## src/rtl/core_pkg.sv

```systemverilog
// Shared types and helpers for the I/O bus responder and related gate-array blocks.
//   io_bus_st_t    : bus responder state encoding
//   BERR_UNMAP_ALL : all-ones source for the "unmapped" BERR_IDX code (slice to width)
//   berr_idx_w()   : width of BERR_IDX for a given slave count
package core_pkg;

   typedef enum logic [1:0] {
      IDLE = 2'd0,
      WAIT = 2'd1,
      ERR  = 2'd2,
      DONE = 2'd3
   } io_bus_st_t;

   // Sliced down to BERR_IDX width; all-ones flags an unmapped access.
   localparam logic [31:0] BERR_UNMAP_ALL = 32'hFFFF_FFFF;

   // One extra bit beyond the slave index so all-ones never aliases a real slave.
   function automatic int berr_idx_w(input int n);
      return $clog2(n) + 1;
   endfunction

endpackage

```

## src/rtl/prio_enc.sv

```systemverilog
// Lowest-index-wins priority encoder.
//   req   : N active-high request lines, bit 0 has highest priority
//   idx   : index of the lowest set request (0 when none set)
//   valid : at least one request is set
module prio_enc #(
   parameter int N = 8,
   localparam int IW = (N > 1) ? $clog2(N) : 1
) (
   input  logic [N-1:0]  req,
   output logic [IW-1:0] idx,
   output logic          valid
);

   // Scan from the top down so the lowest active index is the last one written.
   always_comb begin
      idx   = '0;
      valid = 1'b0;
      for (int i = N - 1; i >= 0; i--) begin
         if (req[i]) begin
            idx   = IW'(i);
            valid = 1'b1;
         end
      end
   end

endmodule

```

## src/rtl/io_bus_ctl.sv

```systemverilog
// I/O-space bus responder between the V810 CPU bus and NSLV peripheral chip-selects.
// Registers the slave select at cycle start, enforces per-slave minimum wait states,
// then waits on the slave's BUSYn; a watchdog ends stalled or unmapped cycles with BERR.
//   CLK, RESn        : clock, asynchronous active-low reset
//   CE               : CPU clock enable, all state advances only when high
//   BCYSTn, RW       : bus-cycle start strobe (active low), 1=read / 0=write
//   IO_CEn, CS_N     : I/O space decode and per-slave chip selects (active low)
//   SLV_DO           : slave read data, slave i at [i*DW +: DW]
//   SLV_BUSYN        : per-slave ready, 1 = can complete
//   WAITS            : static minimum wait states, slave i at [i*WCW +: WCW]
//   DO               : registered read data to CPU
//   READYn           : cycle completion, low for one CE cycle
//   BERR, BERR_IDX   : one-CE-cycle error pulse and index of last erroring slave
module io_bus_ctl
   import core_pkg::*;
#(
   parameter int             NSLV      = 8,
   parameter int             DW        = 16,
   parameter int             WCW       = 4,
   parameter int             TMO       = 255,
   parameter logic [DW-1:0]  UNMAP_VAL = '0
) (
   input  logic                        CLK,
   input  logic                        RESn,
   input  logic                        CE,
   input  logic                        BCYSTn,
   input  logic                        RW,
   input  logic                        IO_CEn,
   input  logic [NSLV-1:0]             CS_N,
   input  logic [NSLV*DW-1:0]          SLV_DO,
   input  logic [NSLV-1:0]             SLV_BUSYN,
   input  logic [NSLV*WCW-1:0]         WAITS,
   output logic [DW-1:0]               DO,
   output logic                        READYn,
   output logic                        BERR,
   output logic [berr_idx_w(NSLV)-1:0] BERR_IDX
);

   localparam int SW = (NSLV > 1) ? $clog2(NSLV) : 1;
   localparam int IW = berr_idx_w(NSLV);
   localparam int TW = (TMO > 0) ? $clog2(TMO + 1) : 1;
   localparam logic [TW-1:0]  TCNT_MAX  = '1;
   localparam logic [TW-1:0]  TMO_V     = TW'(TMO);
   localparam logic [IW-1:0]  UNMAP_IDX = BERR_UNMAP_ALL[IW-1:0];

   io_bus_st_t      state_reg;
   logic [SW-1:0]   sel_reg;
   logic            rw_reg;
   logic            unmap_reg;
   logic [WCW-1:0]  wcnt_reg;
   logic [TW-1:0]   tcnt_reg;

   logic [SW-1:0]   enc_idx;
   logic            enc_valid;

   prio_enc #(.N(NSLV)) u_prio_enc (
      .req   (~CS_N),
      .idx   (enc_idx),
      .valid (enc_valid)
   );

   always_ff @(posedge CLK or negedge RESn) begin
      if (!RESn) begin
         state_reg <= IDLE;
         sel_reg   <= '0;
         rw_reg    <= 1'b0;
         unmap_reg <= 1'b0;
         wcnt_reg  <= '0;
         tcnt_reg  <= '0;
         DO        <= '0;
         READYn    <= 1'b1;
         BERR      <= 1'b0;
         BERR_IDX  <= '0;
      end else if (CE) begin
         case (state_reg)
            IDLE: begin
               if (!BCYSTn && !IO_CEn) begin
                  rw_reg    <= RW;
                  tcnt_reg  <= '0;
                  state_reg <= WAIT;
                  if (enc_valid) begin
                     sel_reg   <= enc_idx;
                     unmap_reg <= 1'b0;
                     wcnt_reg  <= WAITS[int'(enc_idx)*WCW +: WCW];
                  end else begin
                     // Unmapped cycles pass through WAIT for one CE cycle so the
                     // error completes two edges after the strobe.
                     sel_reg   <= '0;
                     unmap_reg <= 1'b1;
                     wcnt_reg  <= '0;
                  end
               end
            end
            WAIT: begin
               if (unmap_reg) begin
                  state_reg <= ERR;
               end else if (CS_N[sel_reg]) begin
                  // Select withdrawn: drop the cycle silently.
                  state_reg <= IDLE;
               end else if (wcnt_reg != '0) begin
                  wcnt_reg <= wcnt_reg - WCW'(1);
               end else if (SLV_BUSYN[sel_reg]) begin
                  if (rw_reg)
                     DO <= SLV_DO[int'(sel_reg)*DW +: DW];
                  READYn    <= 1'b0;
                  state_reg <= DONE;
               end else if (TMO != 0 && tcnt_reg == TMO_V) begin
                  state_reg <= ERR;
               end else if (tcnt_reg != TCNT_MAX) begin
                  tcnt_reg <= tcnt_reg + TW'(1);
               end
            end
            ERR: begin
               if (rw_reg)
                  DO <= UNMAP_VAL;
               READYn    <= 1'b0;
               BERR      <= 1'b1;
               BERR_IDX  <= unmap_reg ? UNMAP_IDX : IW'(sel_reg);
               state_reg <= DONE;
            end
            DONE: begin
               READYn    <= 1'b1;
               BERR      <= 1'b0;
               state_reg <= IDLE;
            end
            default: state_reg <= IDLE;
         endcase
      end
   end

endmodule

```

## config.mk

```make
export PLATFORM = sky130hd
export DESIGN_NAME = io_bus_ctl
export DESIGN_NICKNAME = d
export VERILOG_FILES = /design/src/rtl/core_pkg.sv /design/src/rtl/prio_enc.sv /design/src/rtl/io_bus_ctl.sv
export SDC_FILE = /design/constraint.sdc
export NUM_CORES = 1
export LEC_CHECK = 0
export ABC_AREA = 1
export ABC_CLOCK_PERIOD_IN_PS = 5200
export BUFFER_PORTS_ARGS = -buffer_cell sky130_fd_sc_hd__buf_2
export CAP_MARGIN = 20
export CELL_PAD_IN_SITES_DETAIL_PLACEMENT = 1
export CELL_PAD_IN_SITES_GLOBAL_PLACEMENT = 2
export CORE_MARGIN = 2
export CORE_UTILIZATION = 23
export DETAILED_ROUTE_END_ITERATION = 7
export PLACE_DENSITY_LB_ADDON = 0.05
export SLEW_MARGIN = 25
export SYNTH_ARGS = -nofsm -noshare
export SYNTH_HDL_FRONTEND = slang
export SYNTH_SLANG_ARGS = --single-unit
```

## constraint.sdc

```tcl
create_clock -name CLK -period 5.2 [get_ports CLK]
set_input_delay 0.26 -clock CLK [delete_from_list [all_inputs] [get_ports CLK]]
set_output_delay 0.26 -clock CLK [all_outputs]
set_load 0.02 [all_outputs]
```

* Word-level counts from Yosys, hierarchy flattened *
Cells that the tools add are included.
Widths: inputs -> output; s select.

storage, ports and cells
  register bits = 41
  bits of input ports = 182
  output and inout bits = 22

cells by class
  $add $sub $neg = 2
  $lt $le $gt $ge = 1
  equality and inequality tests = 18
  shift operators = 2
  mux-type cells = 57
  bitwise gates (word level) = 1
  reduce and logical (&&, ||, !) cells = 17

operators with widths
  cell                 number
  $shiftx 128x8->16    1
  $mux 16              6
  $mux 8               7
  $pmux 16 s2          1
  $shiftx 32x6->4      1
  $mux 3               9
  $mux 4               6
  $ne 2x2->1 const B   11
  $pmux 8 s2           1
  $mux 1               15
  $mux 2               6
  $reduce_and 6->1     2
  $reduce_and 9->1     1
  $add 8x1->8 const B  1
  $eq 8x8->1 const B   1
  $ne 8x8->1 const B   1
  $not 8->8            1
  $pmux 2 s4           1
  $pmux 4 s2           1
  $reduce_and 8->1     1
  $bmux 1 s3           2
  $reduce_bool 2->1    3
  $ne 5x5->1 const B   1
  $eq 2x2->1 const B   2
  other kinds (14)     16

* Longest topological paths before layout *
  depth after elaboration = 13
  depth in mapped cells = 14
  mapped depth without buffers = 14

* Cells and area by module *
Synthesis repeated with hierarchy kept, for this count alone.

unflattened totals
  cell total of the unflattened synthesis = 652
  area total of the unflattened synthesis = 3811.2 um^2

modules (own cells, without submodules)
  module      times used  cells each  area an instance (um^2)  seq. area each (um^2)
  io_bus_ctl  1           630         3712.3                   1027.2
  prio_enc    1           22          98.8                     0.0

* Least setup slack after synthesis *
No wires, ideal clock.

  kind = register -> register
  start point = register sel_reg[1]
  end point = register DO[0]
  data arrival time = 1584 ps
  setup slack = 3499 ps
  cell stages (with the launch flop) = 13
  path buffers = 2
  cells stage by stage = dfrtp_1 -> buf_4 -> nor2_1 -> o21ai_1 -> o21ai_1 -> nand2_2 -> a31oi_4 -> nand3_4 -> nor2_8 -> nand2_4 -> buf_6 -> nand2_1 -> nand2_1

on the way
  longest elaborated chain between the ends = 7
  elaborated cells on any way between the ends = 14
  those cells by class = eq/ne: 2; shift: 1; mux: 10; reduce/logical: 1

RTL lines
  element                   RTL line           source
  start: declaration        io_bus_ctl.sv:47   logic [SW-1:0] sel_reg;
  start signal: assignment  io_bus_ctl.sv:82   sel_reg <= enc_idx;
  $shiftx 128x8->16         io_bus_ctl.sv:104  DO <= SLV_DO[int'(sel_reg)*DW +: DW];
  $mux 16                   io_bus_ctl.sv:103  if (rw_reg)
  $mux 16                   io_bus_ctl.sv:102  end else if (SLV_BUSYN[sel_reg]) begin
  $mux 16                   io_bus_ctl.sv:100  end else if (wcnt_reg != '0) begin
  $mux 16                   io_bus_ctl.sv:97   end else if (CS_N[sel_reg]) begin
  $mux 16                   io_bus_ctl.sv:95   if (unmap_reg) begin
  $pmux 16 s2               io_bus_ctl.sv:75   case (state_reg)
  end signal: assignment    io_bus_ctl.sv:104
  end: declaration          io_bus_ctl.sv:33   output logic [DW-1:0] DO,

Parallel ways exist; a longest one is shown, timed or not. The select of a mux whose other input is x is not followed.
A chain may end at the register's enable or synchronous reset.

* Final worst setup path *
  start point = register sel_reg[0]
  end point = register tcnt_reg[1]

on the way
  longest elaborated chain between the ends = 4
  elaborated cells on any way between the ends = 7
  those cells by class = eq/ne: 2; mux: 4; reduce/logical: 1

RTL lines
  element                        RTL line                             source
  $bmux 1 s3 (on tied branches)  io_bus_ctl.sv:102, io_bus_ctl.sv:97
  $mux 1 (on tied branches)      io_bus_ctl.sv:102, io_bus_ctl.sv:97
  $ne 2x2->1 (no line)           n/a
  $reduce_and 9->1 (no line) *   n/a
  end signal: assignment         io_bus_ctl.sv:110                    tcnt_reg <= tcnt_reg + TW'(1);
  end: declaration               io_bus_ctl.sv:51                     logic [TW-1:0] tcnt_reg;

Mark *: on every way between the ends. The rest lies on a longest branch, timed or not. The select of a mux whose other input is x is not followed.

==> key figures <==
Clock network
  – Setup bufs post-CTS: 0
  – # H-tree levels: 2
  – # hold bufs at CTS: 0
  – CTS clk-pin slew, worst paths: roughly 60 ps
  – Worst-Skew Late Latency: approximately 290 ps
  – CTS tree: built
  – Sink Count: 41
  – Post-CTS sizing: 0
  – Max clock buf depth: 2
  – CTS buffer count: 5
  – Clk Tree Root Cell: clkbuf_16

Yosys
  – Post-Syn Area: between 3000 and 4000 um2
  – Library cells used by synthesis: 36
  – Cell taking the most area after synthesis: dfrtp_1
  – Share of the synthesized area in the top cell type: 0.2736
  – Synth Warn #: 0
  – Yosys reg bits: a little over 40
  – Syn_nets: between 700 and 800
  – Seq/Total Area, Yosys: 0.2808
  – Cells after synthesis: 600
  – Syn_area_per_cell: just over 6 um2
  – Top cells by area, synth: dfrtp_1, nor2_1, o21ai_0

Placed design
  – # port buffers: slightly above 200
  – GPL Wtd Cong: between 0.8 and 0.9
  – Post-DP HPWL: 12,800 um
  – Cell count after placement: about 990
  – DP Area: 4797 um2

Timing
  – Slew Viols, Final: 0
  – Max transition margin: 0.4315
  – Final hold vios: 0
  – RSZ-0062 raised after global routing: no
  – Fmax achieved: between 0.3 and 0.4 GHz
  – Clock skew: between 5 and 6 ps
  – Tightest Pin Transition: between 800 and 900 ps
  – Final setup vio count: 0
  – Setup TNS: 0 ps
  – Final period util: 0.5134
  – WHS: about 36 ps
  – Period minus WS final: 2670 ps

Setup path
  – RR Endpoint: tcnt_reg[1]
  – Worst reg2reg startpoint: sel_reg[0]
  – Critical Path AT: roughly 2900 ps
  – Crit Path Max Fanout: just over 70
  – Worst R2R Setup Slack: about 2500 ps
  – CP required: between 5000 and 6000 ps
  – R2R depth: 10
  – Setup crit end kind: register
  – Startpoint types: register
  – WS Path Type: register to register

Status
  – Outcome: finished clean

Pwr
  – Pwr Total: ~2.4 mW
  – Clock share of power: 0.129
  – Net Sw Power: roughly 1.3 mW
  – Logic pwr share: 0.634
  – Register share of total power: 0.237
  – Pwr per Cell Area: slightly below 500 nW/um2
  – Maximum vdd drop: 260.0 uV
  – Switch share: 0.5360
  – Power Internal: between 1 and 1.5 mW
  – LEAKAGE: ~2.6 nW

GRT
  – First-pass GRT wire length: between 20,000 and 30,000 um
  – GRT Total Usage: 0.1922
  – Global route total overflow: 0
  – Antenna violations before repair: 5
  – Largest net degree at the start of global routing: between 70 and 80
  – Number of global-route vias before repair: 4,862

Drt
  – TritonRoute pass-1 iters: 4
  – 1st-iter DRT viols: roughly 180
  – Total wire length: between 15,000 and 20,000 um
  – Vias: roughly 4,700
  – Drt drc: 0
  – Antenna viol nets, final: 0
  – Avg Vias per Cell: 4.731
  – WL/cell: between 15 and 20 um

Die
  – Die height: 130.1 um
  – Starting Density: 0.2328
  – Die ar.: about 17,000 um2
  – Core Footprint: 15,710 um2
  – Chip width: between 100 and 150 um
  – Num rows: 46
  – I/O pins: just over 200

Flow run
  – Max Cap Viol: 0

Final layout
  – Final instance area: 4949 um2
  – Commonest non-fill, non-tap cell in the layout: buf_2
  – Final net count: 960
  – Largest register FFs: 16
  – Fin cells: 996
  – Commonest non-fill, non-tap cells in the layout: buf_2, nor2_1, nand2_1, o21ai_0, nand3_1
  – Share of layout cells above drive strength 1: 0.3063
  – Layout area overhead: 35.26%

Min path
  – Worst min-delay path class: input pin to asynchronous set/reset pin
-- synth_stat cells (all sizes together) --
master  number
nor3         2
nand2       97
xnor2        1
inv         49
ha           2
nor2       128
o21a         1
or2          1
o211ai       1
xor2         4
o21ai      101
o22ai       16
dfrtp       40
o31ai        5
mux2         1
nand4        4
clkbuf      21
dfstp        1
a21oi       18
nand3       69
a31oi       18
nand3b       4
buf         16
-- power groups by stage --
stage	registers, mW	clock network [mW]	logic [mW]
after floorplan	0.611	0	0.998
after global placement	0.568	0	1.47
after detailed placement	0.573	0	1.52
after CTS	0.567	0.315	1.52
after global routing	0.589	0.327	1.70
final	0.564	0.306	1.51
-- cells by family after synthesis --
logic type | share of synthesized area
buffers and inverters | 0.09713
DFF | 0.2808
and+or+nand+nor | 0.3581
muxes | 0.003078
AOI/OAI and AO/OA | 0.2421
adders and majority gates | 0.006839
xor gates and xnor gates | 0.01197
-- worst max-delay path, stage by stage, from the launching register on --
cell      delay [ps]
dfrtp_2          370
clkinv_2         650
o21ai_0          390
nand3_1          150
nand3_1          130
nand2_1           70
inv_2             80
nand3_1          350
inv_2            210
nand3_1           80
o21ai_1          100
-- area by class of cell --
| class | instances | area, um2 |
|---|---|---|
| diodes | 3 | 7.507 |
| clock buffers | 5 | 125.1 |
| clock inverters | 3 | 17.52 |
| fillers | 2102 | 10760 |
| inverters | 49 | 185.2 |
| multi-input cells | 473 | 2276 |
| flip-flops and latches | 41 | 1028 |
| well taps | 216 | 270.3 |
| repair buffers | 206 | 1039 |
-- worst max-delay path by stage --
| stage | start | end | slack, ps | cells after the start |
|---|---|---|---|---|
| after global placement | sel_reg[0] | DO[1] | 2710 | 10 |
| after global routing | sel_reg[0] | tcnt_reg[1] | 2060 | 10 |
| after floorplan | sel_reg[1] | DO[0] | 3500 | 12 |
| after detailed placement | sel_reg[0] | DO[11] | 2570 | 10 |
| after CTS | sel_reg[0] | DO[2] | 2560 | 10 |
| final | sel_reg[0] | tcnt_reg[1] | 2530 | 10 |
-- through the flow --
stage | worst slack (ps) | utilization
2_1_floorplan | 3499 | -
3_3_place_gp | 2710 | 0.3053
3_5_place_dp | 2565 | 0.3053
4_1_cts | 2556 | 0.3144
5_1_grt | 2060 | 0.3148
6_report | 2530 | 0.3149
-- layer usage --
metal	track usage	wire length, um	vias to the layer above	share of wire
li1	-	-	2367	-
met1	0.2604	7748	2186	0.47
met2	0.3184	7485	133	0.46
met3	0.03403	825	22	0.050
met4	0.04617	281	4	0.017
met5	0	30	-	0.0018
Power figures use the tool's default switching activity.
